$ cat src/rtl/pc_gen.sv
`default_nettype none
// ============================================================================
// Module      : pc_gen
// Description : Program-counter generator for the pipelined CPU fetch stage.
//               It holds the fetch address and advances it by INC each cycle.
//               Redirect sources, highest priority first: exception entry,
//               exception return, jump, branch, then a buffered redirect.
//               A jump or branch that arrives during a stall is buffered.
//               The buffered redirect is applied on the first unstalled cycle.
// Revision    : 1.0 - initial release
// ----------------------------------------------------------------------------
// Ports
//   clk          in   clock, rising-edge active
//   reset        in   synchronous, active-high reset
//   stall        in   hold pc (hazard unit)
//   br_taken     in   branch redirect request
//   br_target    in   branch target address      [WIDTH]
//   jump         in   jump / jr redirect request
//   jump_target  in   jump target address        [WIDTH]
//   exc_req      in   exception / interrupt entry
//   eret         in   return from exception
//   epc          in   exception return address   [WIDTH]
//   pc           out  current fetch address, registered [WIDTH]
//   pc_seq       out  pc + INC, combinational, wraps modulo 2^WIDTH
//   misaligned   out  pc[1:0] != 0, combinational
//   redir_pend   out  a buffered redirect is waiting, registered
//   redirected   out  pc was loaded from a non-sequential source on the
//                     last edge, registered
// ============================================================================
module pc_gen #(
    parameter int                 WIDTH      = 32,
    parameter logic [WIDTH-1:0]   RESET_PC   = WIDTH'(32'h0000_3000),
    parameter logic [WIDTH-1:0]   EXC_VECTOR = WIDTH'(32'h0000_4180),
    parameter int                 INC        = 4
) (
    input  logic             clk,
    input  logic             reset,
    input  logic             stall,
    input  logic             br_taken,
    input  logic [WIDTH-1:0] br_target,
    input  logic             jump,
    input  logic [WIDTH-1:0] jump_target,
    input  logic             exc_req,
    input  logic             eret,
    input  logic [WIDTH-1:0] epc,
    output logic [WIDTH-1:0] pc,
    output logic [WIDTH-1:0] pc_seq,
    output logic             misaligned,
    output logic             redir_pend,
    output logic             redirected
);

    localparam logic [WIDTH-1:0] C_INC = WIDTH'(INC);

    logic [WIDTH-1:0] pc_q,   pc_d;
    logic [WIDTH-1:0] tgt_q,  tgt_d;
    logic             pend_q, pend_d;
    logic             redir_q, redir_d;

    // The sum is truncated to WIDTH bits, so it wraps to 0 with no flag.
    assign pc_seq     = pc_q + C_INC;
    assign misaligned = |pc_q[1:0];
    assign pc         = pc_q;
    assign redir_pend = pend_q;
    assign redirected = redir_q;

    always_comb begin
        pc_d    = pc_q;
        tgt_d   = tgt_q;
        pend_d  = pend_q;
        redir_d = 1'b0;

        if (exc_req) begin
            // Exception entry and return are applied even during a stall.
            // They also discard any buffered redirect.
            pc_d    = EXC_VECTOR;
            pend_d  = 1'b0;
            redir_d = 1'b1;
        end else if (eret) begin
            pc_d    = epc;
            pend_d  = 1'b0;
            redir_d = 1'b1;
        end else if (stall) begin
            // Hold pc. Buffer the newest redirect, overwriting any older one.
            // Jump wins over branch here, as it does on the direct path.
            if (jump || br_taken) begin
                tgt_d  = jump ? jump_target : br_target;
                pend_d = 1'b1;
            end
        end else if (jump) begin
            // A live redirect is younger than the buffered one, so it wins.
            pc_d    = jump_target;
            pend_d  = 1'b0;
            redir_d = 1'b1;
        end else if (br_taken) begin
            pc_d    = br_target;
            pend_d  = 1'b0;
            redir_d = 1'b1;
        end else if (pend_q) begin
            pc_d    = tgt_q;
            pend_d  = 1'b0;
            redir_d = 1'b1;
        end else begin
            pc_d    = pc_seq;
        end
    end

    always_ff @(posedge clk) begin
        if (reset) begin
            pc_q    <= RESET_PC;
            tgt_q   <= '0;
            pend_q  <= 1'b0;
            redir_q <= 1'b0;
        end else begin
            pc_q    <= pc_d;
            tgt_q   <= tgt_d;
            pend_q  <= pend_d;
            redir_q <= redir_d;
        end
    end

endmodule
`default_nettype wire

$ cat config.mk
export PLATFORM = sky130hd
export DESIGN_NAME = pc_gen
export DESIGN_NICKNAME = d
export VERILOG_FILES = /design/src/rtl/pc_gen.sv
export SDC_FILE = /design/constraint.sdc
export NUM_CORES = 1
export LEC_CHECK = 0
export ABC_AREA = 1
export CAP_MARGIN = 20
export CORE_UTILIZATION = 46
export DETAILED_ROUTE_END_ITERATION = 16
export MAX_ROUTING_LAYER = met4
export PLACE_DENSITY = 0.84
export REMOVE_ABC_BUFFERS = 1
export SKIP_LAST_GASP = 1
export SYNTH_ARGS = -nofsm -noshare
export SYNTH_HDL_FRONTEND = slang
export SYNTH_SLANG_ARGS = --single-unit
$ cat constraint.sdc
create_clock -name clk -period 2 [get_ports clk]
set_clock_uncertainty 0.1 [all_clocks]
set_input_delay 0.3 -clock clk [delete_from_list [all_inputs] [get_ports clk]]
set_output_delay 0.3 -clock clk [all_outputs]
set_load 0.02 [all_outputs]
==> flow_metrics.tcl <==
set metrics [dict create \
    rows 36 \
    grt.total_usage_pct 34.4 \
    clk_latency_ns 0.36 \
    htree_levels 3 \
    synth_warnings 0 \
    coreArea_mm2 0.00986 \
    syn_inst 821 \
    max_cap_viol_count 0 \
    ys.flop_type "dfxtp_1" \
    final_core_utilization_pct 79.6 \
    p_leak_nw 3.57 \
    status "complete, but fails checks" \
    grt_max_degree 45 \
    place.gp.congestion 0.970 \
    crit_arrival_ns 1.76 \
    power_density_mw_per_mm2 487 \
    wl_per_cell_um 16.1 \
    post_synth.cell_area_avg_um2 5.75 \
    worstSetupStartpointType "register" \
    min_path_type "register to register" \
    hp-start "tgt_q[27]" \
    synth_largest_area_cell "dfxtp_1" \
    grt_pass1_wl_um 27600 \
    antenna_found_initial 0 \
    path_class "register to primary output" \
    tritoncts "done" \
    postCtsHoldBufs 0 \
    die_area_mm2 0.0107 \
    numPortBuffers 169 \
    die_h_um 103 \
    dr.pass1.iters 6 \
    drc 0 \
    netlist_top_cells_area "dfxtp_1 (28%), nand2_1 (25%), a21oi_1 (8.4%), nor2_1 (7.3%), inv_1 (5.6%)" \
    layout-drive-gt1-share_pct 25.6 \
    critPathCaptureType "primary output" \
    syn_area_mm2 0.00472 \
    cts_buffer_depth 2 \
    worst_pin_slew_ns 0.583 \
    regToRegStartpoint "pc[2]" \
    cts_buffers 9 \
    first_global_vias 5950 \
    place_area_mm2 0.00710 \
    clock-root-buffer "clkbuf_8" \
    setup_viol 25 \
    synth-async-reset-ratio_pct 0 \
    multi_input_area_mm2 0.00324 \
    max-vdd-ir-drop_mv 0.293 \
    syn_to_final_growth_pct 66.2 \
    io_pins 170 \
    drtAntennaViolNets 0 \
    fill_cells 642 \
    dp_hpwl_um 12900 \
    max-slew-margin-rel_pct 61.1 \
    clk_pin_slew_ns 0.07 \
    ys_seq_elements 66 \
    num_antenna_cells 0 \
    wl_um 19400 \
    period_minus_slack_ns 2.16 \
    violations "setup timing" \
    finalInstanceArea_mm2 0.00785 \
    clock-sinks 66 \
    vias_per_cell 5.41 \
    synth_seq_area_share_pct 28.0 \
    hold_violations 0 \
    rsz0062_at_grt "true" \
    die_x_um 103 \
    period_share_pct 108 \
    fin_nets 1170 \
    gr-total-overflow 0 \
    synth_top_area_share_pct 28.0 \
    netlist_top_cells_count "nand2_1 (314), nor2_1 (92), a21oi_1 (79), inv_1 (70), dfxtp_1 (66)" \
    regArea_mm2 0.00138 \
    first_iter_violations 441 \
    cp-startpoint "pc[2]" \
    initial_core_util_pct 47.9 \
    vias 6505 \
    synth_most_common_cell "nand2_1" \
    fin_ws_ns -0.162 \
    synth-edff-count 0 \
    r2r_slack_ns 0.08 \
    critPathRequiredTime_ns 1.60 \
    fmax_mhz 463 \
    totalPowerFinal_mw 3.82 \
    ys_types 38 \
    maxSlewViolCount 0 \
    crit_fanout 7 \
]
## timing repair
item	CTS	global route
cloned	0	0
resized for setup	163	125
buffers inserted	6	9
setup endpoints to repair	30	28
pin swaps	9	42
## sequential cells by signal (all words and copies together), names as in the netlist, named ones only
| register | count |
|---|---|
| redir_pend | 1 |
| tgt_q | 32 |
| redirected | 1 |
| pc | 30 |
## report_power, final
part | leakage [nW] | switching [mW] | total (mW) | internal [mW]
sequential | 0.551 | 0.0587 | 1.44 | 1.38
clock | 0.106 | 0.565 | 1.24 | 0.671
combinational | 2.91 | 0.591 | 1.15 | 0.555
## cell usage in the layout (no fill, tap or decap), types with 3 or more instances in the layout
cell type,netlist,routed
inv_2,4,6
nand2_1,314,273
o21ai_1,15,12
nand2_4,2,7
dfxtp_2,0,10
o21ai_0,44,44
nor2_1,92,74
clkdlybuf4s50_1,0,139
dfxtp_4,0,11
nor2_4,7,19
nand2_2,2,36
dfxtp_1,66,45
inv_1,70,66
nand3b_1,3,3
nand3_2,2,6
inv_4,1,3
buf_12,0,5
buf_2,16,5
o2111ai_1,3,3
buf_4,3,96
buf_6,5,25
xor2_1,5,3
a21oi_1,79,78
o21ai_2,1,4
a31oi_1,10,10
clkbuf_8,0,12
nand3_1,38,33
nor2_2,6,12
## metrics by stage
| step | setup slack, ns | hold WS, ns | TNS (ns) | std cells |
|---|---|---|---|---|
| global placement | -0.212 | 0.337 | -4.40 | 1174 |
| CTS | -0.202 | 0.355 | -1.74 | 1195 |
| detailed placement | -0.264 | 0.344 | -5.95 | 1174 |
| global route | -0.258 | 0.376 | -3.91 | 1203 |
| finish | -0.162 | 0.354 | -2.10 | 1203 |
| floorplan | -0.257 | 0.272 | -1.71 | 780 |
## routing by layer
metal  up-vias  wire length, um  global-route usage (%)
met4         0             1100                    17.6
li1       3088                -                       -
met3       113             1680                    4.97
met5         -                0                       -
met2       418             9380                    58.1
met1      2886             7250                    39.8
## logic make-up (layout without fill, tap and decap cells)
| group | after synthesis | after routing | share of synthesized area, % |
|---|---|---|---|
| flops | 66 | 66 | 28.0 |
| xor+xnor | 6 | 6 | 1.27 |
| simple gates | 472 | 472 | 41.8 |
| buf+inv | 117 | 366 | 10.8 |
| fa+ha+maj | 1 | 1 | 0.265 |
| compound gates | 159 | 159 | 17.9 |
## final timing paths
path | endpoint | depth (start not counted)
max | pc_seq[22] | 8
min | tgt_q[27] | 2
max reg2reg | pc[8] | 12
min reg2reg | tgt_q[27] | 2
## critical path, cell delays in order, from the launching register on
cell and delay [ns]:
dfxtp_4 0.38, ha_4 0.14, nand2_2 0.07, nor2_4 0.14, nand2_8 0.12, nor2_4 0.16, nand3b_1 0.15, nand2_1 0.12
buf_6 0.13
## layout make-up
class | instances | area share, %
repair buffers | 275 | 32.8
clock inverters | 2 | 0.446
well taps | 133 | 2.12
multi-input cells | 638 | 41.3
inverters | 76 | 3.73
clock buffers | 13 | 2.15
flip-flops and latches | 66 | 17.5
No activity file was read; power rests on OpenSTA's default activity.
